===== src/rtl/vga_frame_capture.sv =====
// rtl/vga_frame_capture.sv - captures a ROW x COL window of a 1-bit VGA stream and checks frame geometry
module vga_frame_capture #(
  parameter int   ROW    = 30,
  parameter int   COL    = 30,
  parameter int   H_ACT  = 640,
  parameter int   V_ACT  = 480,
  parameter logic VS_POL = 1'b0
) (
  input  logic        vga_clk,
  input  logic        rst,
  input  logic        VGA_HS,
  input  logic        VGA_VS,
  input  logic        VGA_DE,
  input  logic        i_pix,
  input  logic        arm,
  input  logic [11:0] rd_addr,
  output logic        rd_data,
  output logic        busy,
  output logic        frame_done,
  output logic        width_err,
  output logic        height_err,
  output logic        sync_err,
  output logic [11:0] line_cnt,
  output logic [15:0] ones_cnt
);

  localparam int DEPTH = ROW * COL;
  localparam int AW    = (DEPTH > 1) ? $clog2(DEPTH) : 1;

  typedef enum logic [1:0] {IDLE, WAIT_VS, CAPTURE, DONE} state_t;

  state_t state_q, state_d;

  logic        vs_d_q, de_d_q;
  logic        vs_act, hs_act, frame_start, line_end;
  logic        cap_en, clr, done_hit, wr_en;
  logic [AW-1:0] wr_addr;

  logic [11:0] x_cnt_q, x_cnt_d;
  logic [11:0] y_cnt_q, y_cnt_d;
  logic [15:0] ones_q, ones_d;
  logic        werr_q, werr_d;
  logic        serr_q, serr_d;

  logic        frame_done_q, rd_data_q;
  logic        width_err_q, height_err_q, sync_err_q;
  logic [11:0] line_cnt_q;
  logic [15:0] ones_cnt_q;

  logic        bitmap_q [DEPTH];

  // HS shares the VS active level
  assign vs_act      = (VGA_VS == VS_POL);
  assign hs_act      = (VGA_HS == VS_POL);
  assign frame_start = vs_act & ~vs_d_q;
  assign line_end    = de_d_q & ~VGA_DE;

  assign wr_en   = cap_en & VGA_DE & (x_cnt_q < 12'(COL)) & (y_cnt_q < 12'(ROW));
  assign wr_addr = AW'(y_cnt_q) * AW'(COL) + AW'(x_cnt_q);

  // Delayed copies of VS and DE for edge detection
  always_ff @(posedge vga_clk or posedge rst) begin
    if (rst) begin
      vs_d_q <= 1'b0;
      de_d_q <= 1'b0;
    end else begin
      vs_d_q <= vs_act;
      de_d_q <= VGA_DE;
    end
  end

  // FSM state register
  always_ff @(posedge vga_clk or posedge rst) begin
    if (rst) state_q <= IDLE;
    else     state_q <= state_d;
  end

  // FSM next state; arm is ignored while a capture is pending or running
  always_comb begin
    state_d = state_q;
    case (state_q)
      IDLE:    if (arm)         state_d = WAIT_VS;
      WAIT_VS: if (frame_start) state_d = CAPTURE;
      CAPTURE: if (frame_start) state_d = DONE;
      DONE:    if (arm)         state_d = WAIT_VS;
      default:                  state_d = IDLE;
    endcase
  end

  // FSM outputs: busy, counter clear, capture enable, end-of-frame hit
  always_comb begin
    busy     = 1'b0;
    clr      = 1'b0;
    cap_en   = 1'b0;
    done_hit = 1'b0;
    case (state_q)
      WAIT_VS: begin
        busy = 1'b1;
        clr  = 1'b1;
      end
      CAPTURE: begin
        busy     = 1'b1;
        cap_en   = 1'b1;
        done_hit = frame_start;
      end
      default: ;
    endcase
  end

  // Per-frame coordinate, ones and sticky error tracking
  always_comb begin
    x_cnt_d = x_cnt_q;
    y_cnt_d = y_cnt_q;
    ones_d  = ones_q;
    werr_d  = werr_q;
    serr_d  = serr_q;
    if (clr) begin
      x_cnt_d = '0;
      y_cnt_d = '0;
      ones_d  = '0;
      werr_d  = 1'b0;
      serr_d  = 1'b0;
    end else if (cap_en) begin
      if (line_end) begin
        x_cnt_d = '0;
        if (y_cnt_q != 12'hFFF) y_cnt_d = y_cnt_q + 12'd1;
        if (x_cnt_q != 12'(H_ACT)) werr_d = 1'b1;
      end else if (VGA_DE && x_cnt_q != 12'hFFF) begin
        x_cnt_d = x_cnt_q + 12'd1;
      end
      if (wr_en && i_pix && ones_q != 16'hFFFF) ones_d = ones_q + 16'd1;
      if (VGA_DE && (hs_act || vs_act)) serr_d = 1'b1;
      // a new frame arriving mid-line means the last line was truncated
      if (frame_start && (VGA_DE || de_d_q)) werr_d = 1'b1;
    end
  end

  // Working counters and result latches; results move only on frame end
  always_ff @(posedge vga_clk or posedge rst) begin
    if (rst) begin
      x_cnt_q      <= '0;
      y_cnt_q      <= '0;
      ones_q       <= '0;
      werr_q       <= 1'b0;
      serr_q       <= 1'b0;
      frame_done_q <= 1'b0;
      line_cnt_q   <= '0;
      ones_cnt_q   <= '0;
      width_err_q  <= 1'b0;
      height_err_q <= 1'b0;
      sync_err_q   <= 1'b0;
    end else begin
      x_cnt_q      <= x_cnt_d;
      y_cnt_q      <= y_cnt_d;
      ones_q       <= ones_d;
      werr_q       <= werr_d;
      serr_q       <= serr_d;
      frame_done_q <= done_hit;
      if (done_hit) begin
        line_cnt_q   <= y_cnt_d;
        ones_cnt_q   <= ones_d;
        width_err_q  <= werr_d;
        height_err_q <= (y_cnt_d != 12'(V_ACT));
        sync_err_q   <= serr_d;
      end
    end
  end

  // Bitmap storage, deliberately not reset
  always_ff @(posedge vga_clk) begin
    if (wr_en) bitmap_q[wr_addr] <= i_pix;
  end

  // Registered readback; addresses past the window read as 0
  always_ff @(posedge vga_clk or posedge rst) begin
    if (rst)                       rd_data_q <= 1'b0;
    else if (rd_addr < 12'(DEPTH)) rd_data_q <= bitmap_q[rd_addr[AW-1:0]];
    else                           rd_data_q <= 1'b0;
  end

  assign rd_data    = rd_data_q;
  assign frame_done = frame_done_q;
  assign width_err  = width_err_q;
  assign height_err = height_err_q;
  assign sync_err   = sync_err_q;
  assign line_cnt   = line_cnt_q;
  assign ones_cnt   = ones_cnt_q;

endmodule

===== config.mk =====
export PLATFORM = sky130hd
export DESIGN_NAME = vga_frame_capture
export DESIGN_NICKNAME = d
export VERILOG_FILES = /design/src/rtl/vga_frame_capture.sv
export SDC_FILE = /design/constraint.sdc
export NUM_CORES = 1
export LEC_CHECK = 0
export BUFFER_PORTS_ARGS = -buffer_cell sky130_fd_sc_hd__buf_2
export CORE_AREA = 8 8 269 271
export DETAILED_ROUTE_END_ITERATION = 8
export DIE_AREA = 0 0 277 279
export PLACE_DENSITY_LB_ADDON = 0.08
export SLEW_MARGIN = 20
export SYNTH_ARGS = -nofsm -noshare
export SYNTH_HDL_FRONTEND = slang
export SYNTH_SLANG_ARGS = --single-unit

===== constraint.sdc =====
create_clock -name vga_clk -period 7.6 [get_ports vga_clk]
set_input_delay 1.14 -clock vga_clk [delete_from_list [all_inputs] [get_ports vga_clk]]
set_output_delay 1.14 -clock vga_clk [all_outputs]
set_load 0.05 [all_outputs]

# Word level (Yosys, flattened, before mapping)
# Memories as Yosys holds them, arrays and structs flattened.
# Cells that the tools add are included.
# totals
regBits	79
latch_bits	0
mem_bits_rw	900
rom_bits	0
in_bits	19
out_inout_bits	34
mem_count	1
# mem_list
name	words	width	read_ports	rd_ports_with_merged_regs	write_ports	line	text
bitmap_q	900	1	1	0	1	50	logic bitmap_q [DEPTH];
# classes
addsub	4
mul	1
div	0
order_cmp	3
eq_ne	11
shifts	0
n_mux	30
bitwise_logic	9
reduce_logical	14
# op_table
op	count
$mux 12	8
$mux 16	3
$add 12x1->12 const B	2
$lt 12x5->1 const B	2
$ne 12x12->1 const B	2
$add 16x1->16 const B	1
$ne 16x16->1 const B	1
$mux 1	15
$lt 12x10->1 const B	1
$ne 12x10->1 const B	1
$ne 12x9->1 const B	1
$add 10x10->10	1
$mul 10x4->9 const B	1
$mux 2	3
$pmux 2 s3	1
$and 1x1->1	5
$logic_and 1x1->1	5
$eq 2x2->1 const B	2
$ne 2x2->1 const B	2
$not 1->1	4
$reduce_or 2->1	2
$reduce_and 3->1	1
$reduce_bool 3->1	1
$eq 2x1->1 const B	1
other kinds (5)	6

# Longest topological paths before layout
# Gate-level depths: netlist of run 1.
# logic_depth
depth_word	10
mapped_depth	18
depth_no_buf	15

# Worst setup path after synthesis of run 1
# OpenSTA, ideal clock, no wires.
# synth_timing
path_kind	register to register
start	reg y_cnt_q[0]
end	mem bitmap_q[387] (enable)
setup_time_ns	0.299
arrival_ns	4.173
t_required_ns	7.301
setup_slack_ns	3.129
stages_incl_launch_ff	18
path_buffers	3
period_less_slack_ns	4.471
path_cell_list	dfrtp_1 > fa_1 > xor2_1 > ha_1 > ha_1 > a31o_2 > a21oi_1 > o21bai_1 > a21oi_1 > xnor2_1 > ha_1 > o21ai_0 > a21oi_1 > buf_2 > or4_1 > buf_4 > buf_6 > nor2_1
# synth_between
elab_chain_cells	4
# synth_rtl
element	line	text
start: declaration	40	logic [11:0] y_cnt_q, y_cnt_d;
start signal: assignment	154	y_cnt_q <= y_cnt_d;
branches (longest 4 deep; another with $mul 10x4->9)	--	
end: declaration	50	
# Parallel ways; which one is timed is not known.

# Final worst setup path of run 1
# layout_timing
start	reg y_cnt_q[0]
end	mem bitmap_q[695] (enable)
# The elaborated chain is that of the path after synthesis.

==> flow_metrics.env, run 1 <==
export IMPL_status="completed"
export IMPL_drt_initial_drc_count=3537
export IMPL_drc_errors=0
export IMPL_hold_path_endpoint="sync_err$_DFFE_PP0P_"
export IMPL_r2r_start="y_cnt_q[0]$_DFF_PP0_"
export IMPL_nFillCells=4726
export IMPL_root_buffer="clkbuf_16"
export IMPL_area_delta_synth_final_pct=8.69
export IMPL_start_util=0.643
export IMPL_cts_setup_buffers=0
export IMPL_synth_warnings=0
export IMPL_via_per_inst=6.52
export IMPL_wire_per_inst_um=26.3
export IMPL_rows=96
export IMPL_synth_flop_cell="edfxtp_1"
export IMPL_cts_tree="done"
export IMPL_tns_ps=0
export IMPL_endpoint_kind="register"
export IMPL_r2r_cells=15
export IMPL_hold_class="reg -> reg"
export IMPL_grt_usage=0.282
export IMPL_yosysSeqAreaShare=0.663
export IMPL_antenna_found_initial=3
export IMPL_multiInputGateArea_um2=13600
export IMPL_rsz0062_at_grt="no"
export IMPL_finalCriticalPeriod_ps=5440
export IMPL_path_max_fanout=48
export IMPL_ctsHoldBuffers=0
export IMPL_critPathLaunchType="register"
export IMPL_first_global_vias=27200
export IMPL_leakagePower_nw=15.1
export IMPL_holdPathStages=2
export IMPL_portBuffers=52
export IMPL_drive_gt1_frac=0.136
export IMPL_die_area_um2=77300
export IMPL_register_area_um2=29000
export IMPL_synth_cells=3246
export IMPL_power_total_mw=11.7
export IMPL_regToRegSetupSlack_ps=2160
export IMPL_synth_edff_count=900
export IMPL_grt_max_degree=265
export IMPL_core_um2=68000
export IMPL_avgSynthCellArea_um2=13.5
export IMPL_r2r_end="bitmap_q[695]$_DFFE_PP_"
export IMPL_cts_buffer_depth=3
export IMPL_gr_total_overflow=0
export IMPL_p_per_area_nw_per_um2=246
export IMPL_path_clk_slew_ps=60
export IMPL_clk_latency_ps=660
export IMPL_max_slew_margin=0.218
export IMPL_post_route_period_util=0.715
export IMPL_die_h_um=279
export IMPL_cap_violations=0
export IMPL_synth_fp_nets=3305
export IMPL_timing_fmax_ghz=0.184
export IMPL_die_w_um=277
export IMPL_path_class="reg -> reg"
export IMPL_setup_violations=0
export IMPL_ys_ff_latch=979
export IMPL_synth_area_um2=43700
export IMPL_num_vias=27200
export IMPL_finish_utilization=0.699
export IMPL_wl_um=110000
export IMPL_cp_required_ps=7950
export IMPL_firstDrtPassIters=6
export IMPL_post_cts_resized=0
export IMPL_io_pins=53
export IMPL_synthArstFlopShare=0.0807
export IMPL_irDropWorstVdd_v=0.000317
export IMPL_crit_arrival_ps=5780
export IMPL_cts_buffers=97
export IMPL_hp_start="sync_err$_DFFE_PP0P_"
export IMPL_tightest_slew_ps=1170
export IMPL_synth_distinct_cells=72
export IMPL_place_congestion=0.869
export IMPL_clock_sinks=979
export IMPL_dp_hpwl_um=65700
export IMPL_grt_pass1_wl_um=165000
export IMPL_finalHoldViolations=0
export IMPL_ant_nets=0
export IMPL_nets=3281
export IMPL_final_setup_skew_ps=17.7
export IMPL_final_max_slew_viol_count=0
export IMPL_htree_levels=3
export IMPL_critPathLaunch="y_cnt_q[0]$_DFF_PP0_"
==> layout make-up <==
class / count / area share
sequential: 979 / 0.610
multi-input combinational: 1998 / 0.286
clock buffer: 128 / 0.0555
tap: 882 / 0.0232
timing repair buffer: 107 / 0.0158
clock inverter: 38 / 0.00608
inverter: 39 / 0.00311
antenna: 1 / 0.0000526
==> layout by cell type (no fill, tap or decap), types with 12 or more instances in the layout <==
| cell | netlist | routed |
|---|---|---|
| edfxtp_1 | 900 | 900 |
| xor2_1 | 17 | 16 |
| a22oi_1 | 31 | 31 |
| inv_1 | 38 | 37 |
| xnor2_1 | 29 | 28 |
| nor3_1 | 20 | 19 |
| ha_1 | 29 | 29 |
| a21oi_1 | 31 | 30 |
| dfrtp_1 | 79 | 79 |
| mux4_2 | 189 | 189 |
| and3_1 | 14 | 14 |
| clkbuf_16 | 0 | 100 |
| buf_2 | 36 | 49 |
| buf_4 | 17 | 49 |
| clkinv_1 | 0 | 19 |
| nor2_1 | 998 | 997 |
| a211oi_1 | 15 | 15 |
| nand4_1 | 25 | 25 |
| a221oi_1 | 12 | 12 |
| o22ai_1 | 23 | 23 |
| o21ai_0 | 31 | 31 |
| nand3_1 | 39 | 39 |
| clkbuf_1 | 157 | 25 |
| nand2_1 | 225 | 225 |
| o31ai_1 | 18 | 18 |
| mux2i_1 | 101 | 101 |
==> power breakdown <==
part	leakage, nW	internal [mW]	switching [mW]
Sequential	9.16	5.93	0.0379
Clock	1.42	2.55	1.96
Combinational	4.49	0.313	0.883
Total	15.1	8.79	2.88
==> cells in the mapped netlist (25+ instances only) <==
cell type,n,area share
nor2_1,998,0.086
edfxtp_1,900,0.62
nand2_1,225,0.019
mux4_2,189,0.097
clkbuf_1,157,0.013
mux2i_1,101,0.023
dfrtp_1,79,0.045
nand3_1,39,0.0045
inv_1,38,0.0033
buf_2,36,0.0041
a21oi_1,31,0.0035
a22oi_1,31,0.0053
o21ai_0,31,0.0035
ha_1,29,0.0083
xnor2_1,29,0.0058
nand4_1,25,0.0036
==> per-stage QoR <==
step	cell area (µm²)	hold slack, ps	instances	worst slack, ps
global route	47500	491	4171	1860
floorplan	43700	473	3246	3130
detailed placement	44600	458	4005	2060
CTS	47500	471	4171	2060
finish	47500	467	4172	2160
global placement	44600	456	4005	1950
==> layer usage <==
layer,part of all wire,GRT usage,up-vias,routed length [µm]
li1,-,-,11800,-
met1,0.38,0.374,13900,41700
met2,0.49,0.478,1310,54300
met3,0.098,0.0542,208,10800
met4,0.028,0.0859,0,3090
met5,0,0,-,0
==> state kept, by name, summed over array words and instances, names as in the netlist <==
name	cells
ones_cnt	16
bitmap_q	900
frame_done	1
height_err	1
de_d_q	1
ones_q	16
rd_data	1
werr_q	1
sync_err	1
width_err	1
x_cnt_q	12
serr_q	1
y_cnt_q	12
line_cnt	12
state_q	2
vs_d_q	1
==> worst max-delay path: stages (launching register included) <==
cell	delay (ps)
dfrtp_1	490
fa_1	640
xor2_1	240
ha_1	290
ha_1	300
a31o_2	240
a21oi_1	230
o21bai_1	90
a21oi_1	180
xnor2_1	150
ha_1	340
o21a_1	170
nor3_2	770
o211ai_4	310
buf_4	430
nor2_1	210
==> logic make-up (layout without fill, tap and decap cells) <==
| kind of cell | Yosys count | in the layout | synth area share |
|---|---|---|---|
| simple gates | 1369 | 1369 | 0.125 |
| compound gates | 246 | 246 | 0.0399 |
| mux | 295 | 295 | 0.122 |
| buf+inv | 269 | 312 | 0.0275 |
| other cells | 0 | 1 | 0 |
| fa+ha+maj | 40 | 40 | 0.0133 |
| xor+xnor | 48 | 48 | 0.00995 |
| flops | 979 | 979 | 0.663 |
==> worst max-delay path by stage <==
stage	to	slack (ps)	cells past startpoint
global placement	bitmap_q[157]$_DFFE_PP_	1950	15
global route	bitmap_q[683]$_DFFE_PP_	1860	15
finish	bitmap_q[695]$_DFFE_PP_	2160	15
detailed placement	bitmap_q[129]$_DFFE_PP_	2060	14
floorplan	bitmap_q[387]$_DFFE_PP_	3130	17
CTS	bitmap_q[396]$_DFFE_PP_	2060	14
No activity file was read; power rests on OpenSTA's default activity.
==> run 2, diff against run 1 <==
--- a/config.mk
+++ b/config.mk
@@ -6,9 +6,9 @@
 export NUM_CORES = 1
 export LEC_CHECK = 0
 export BUFFER_PORTS_ARGS = -buffer_cell sky130_fd_sc_hd__buf_2
-export CORE_AREA = 8 8 269 271
+export CORE_AREA = 8 8 287 289
 export DETAILED_ROUTE_END_ITERATION = 8
-export DIE_AREA = 0 0 277 279
+export DIE_AREA = 0 0 295 297
 export PLACE_DENSITY_LB_ADDON = 0.08
 export SLEW_MARGIN = 20
 export SYNTH_ARGS = -nofsm -noshare
==> constraint.sdc (replaced) <==
create_clock -name vga_clk -period 4.65 [get_ports vga_clk]
set_input_delay 0.6975 -clock vga_clk [delete_from_list [all_inputs] [get_ports vga_clk]]
set_output_delay 0.6975 -clock vga_clk [all_outputs]
set_load 0.05 [all_outputs]
==> run 2 against run 1 <==
Compared with the run above:
- flip-flop and latch count stayed put
- critical path depth stayed put
- critical path type unchanged
- core utilization is 6.2 points lower
- power is 67% higher
- routed wire length is 6.1% higher
- hold slack worse by 400 ps
- sequential power is 63% higher
- combinational power is 82% higher
==> flow_metrics.env, run 2 (synthesized netlist as in run 1, its figures left out) <==
export IMPL_grt_max_degree=311
export IMPL_finalCriticalPeriod_ps=4500
export IMPL_gr_usage_met1=0.360
export IMPL_via_per_inst=6.21
export IMPL_area_delta_synth_final_pct=13.6
export IMPL_clk_latency_ps=670
export IMPL_path_clk_slew_ps=60
export IMPL_cp_slowest_stage_delay_ps=630
export IMPL_cts_buffers=101
export IMPL_finish_utilization=0.637
export IMPL_drive_gt1_frac=0.184
export IMPL_cap_violations=0
export IMPL_portBuffers=52
export IMPL_p_per_area_nw_per_um2=394
export IMPL_finalHoldViolations=0
export IMPL_pwr_share_clk=0.391
export IMPL_cp_slowest_cell="fa_2"
export IMPL_place_congestion=0.831
export IMPL_endpoint_kind="register"
export IMPL_whs_ps=63.5
export IMPL_cts_buffer_depth=3
export IMPL_register_area_um2=29000
export IMPL_largest_reg_flops=900
export IMPL_cts_tree="done"
export IMPL_p_sw_mw=4.90
export IMPL_r2r_end="bitmap_q[132]$_DFFE_PP_"
export IMPL_grt_busiest_layer="met2"
export IMPL_wl_um=117000
export IMPL_io_pins=53
export IMPL_top_register="bitmap_q"
export IMPL_drc_errors=0
export IMPL_path_max_fanout=8
export IMPL_final_setup_skew_ps=20.6
export IMPL_place_area_um2=46300
export IMPL_r2r_start="y_cnt_q[2]$_DFF_PP0_"
export IMPL_swShare=0.251
export IMPL_core_um2=78000
export IMPL_ant_nets=0
export IMPL_p_int_mw=14.7
export IMPL_seqPwrFrac=0.498
export IMPL_grtUsageMet2=0.426
export IMPL_num_vias=27900
export IMPL_tightest_slew_ps=1260
export IMPL_path_class="reg -> reg"
export IMPL_ctsHoldBuffers=0
export IMPL_die_w_um=295
export IMPL_root_buffer="clkbuf_16"
export IMPL_r2r_cells=15
export IMPL_crit_chain="fa_2, xor2_2, ha_1, inv_1, fa_1, xnor2_1, ha_1, a21boi_1, o21ai_2, nand2_2, xor2_2, nand2_2, or4_4, clkbuf_16, nor2_1"
export IMPL_grt_pass1_wl_um=173000
export IMPL_nets=3428
export IMPL_final_common_cell="nor2_1"
export IMPL_timing_final_ws_setup_ps=151
export IMPL_path_buf_inv=2
export IMPL_max_slew_margin=0.159
export IMPL_combPwrFrac=0.111
export IMPL_post_route_period_util=0.968
export IMPL_antenna_cells=0
export IMPL_start_util=0.561
export IMPL_timing_fmax_ghz=0.222
export IMPL_layout_cells_non_filler=4502
export IMPL_final_max_slew_viol_count=0
export IMPL_regToRegSetupSlack_ps=150
export IMPL_first_global_vias=27900
export IMPL_crit_arrival_ps=4860
export IMPL_critPathLaunch="y_cnt_q[2]$_DFF_PP0_"
export IMPL_hold_class="in -> async"
export IMPL_setup_violations=0
export IMPL_place_inst=4304
export IMPL_status="completed"
export IMPL_critPathLaunchType="register"
export IMPL_dp_hpwl_um=70900
export IMPL_final_cell_mix="nor2_1 (987), edfxtp_1 (900), nand2_1 (224)"
export IMPL_antenna_found_initial=1
export IMPL_die_area_um2=87600
export IMPL_post_place_ws_ps=-112
export IMPL_clock_sinks=979
export IMPL_rows=103
export IMPL_globalRouteMet3Util=0.0434
export IMPL_leakagePower_nw=16.1
export IMPL_cpLargestDelayFamily="adder cells"
export IMPL_nFillCells=5878
export IMPL_die_h_um=297
export IMPL_htree_levels=3
export IMPL_irDropWorstVdd_v=0.000364
export IMPL_cp_required_ps=5010
export IMPL_stdcell_area_um2=49700
export IMPL_wire_per_inst_um=25.9
export IMPL_firstDrtPassIters=9
export IMPL_gr_total_overflow=0
export IMPL_drt_initial_drc_count=3205
export IMPL_grt_usage=0.261
export IMPL_multiInputGateArea_um2=13800
-- run 2: power groups by stage --
stage | Combinational, mW | Sequential (mW) | Clock (mW)
finish | 2.18 | 9.74 | 7.64
global route | 2.33 | 9.74 | 8.07
CTS | 2.09 | 9.74 | 7.74
detailed placement | 2.08 | 9.92 | 0
global placement | 2.05 | 9.92 | 0
floorplan | 1.14 | 10.0 | 0
-- run 2: area by class of cell --
type | count | area share
clock buffer | 135 | 0.0555
clock inverter | 51 | 0.00672
inverter | 39 | 0.00297
multi-input combinational | 1998 | 0.277
sequential | 979 | 0.584
tap | 1050 | 0.0264
timing repair buffer | 250 | 0.0477
-- run 2: what timing repair did --
action	in CTS	in global routing
cloned	0	4
buffers inserted	0	7
setup endpoints to repair	368	900
pin swaps	0	14
resized for setup	1	40
-- run 2: through the flow --
step | total power [mW] | TNS [ps]
2_1_floorplan | 11.2 | 0
3_3_place_gp | 12.0 | 0
3_5_place_dp | 12.0 | -6510
4_1_cts | 19.6 | 0
5_1_grt | 20.1 | -1260
6_report | 19.6 | 0
-- run 2: how the worst max path moves through the flow --
stage | endpoint | slack, ps | depth (start not counted)
after floorplan | bitmap_q[387]$_DFFE_PP_ | 180 | 17
after global placement | bitmap_q[344]$_DFFE_PP_ | 30 | 15
after detailed placement | bitmap_q[458]$_DFFE_PP_ | -110 | 15
after CTS | bitmap_q[173]$_DFFE_PP_ | 10 | 15
after global routing | bitmap_q[505]$_DFFE_PP_ | -50 | 16
final | bitmap_q[132]$_DFFE_PP_ | 150 | 15
-- run 2: layer usage --
metal | routed length, µm | part of all wire
met1 | 45800 | 0.39
met2 | 56500 | 0.48
met4 | 3850 | 0.033
met3 | 10400 | 0.089
met5 | 20 | 0.00017
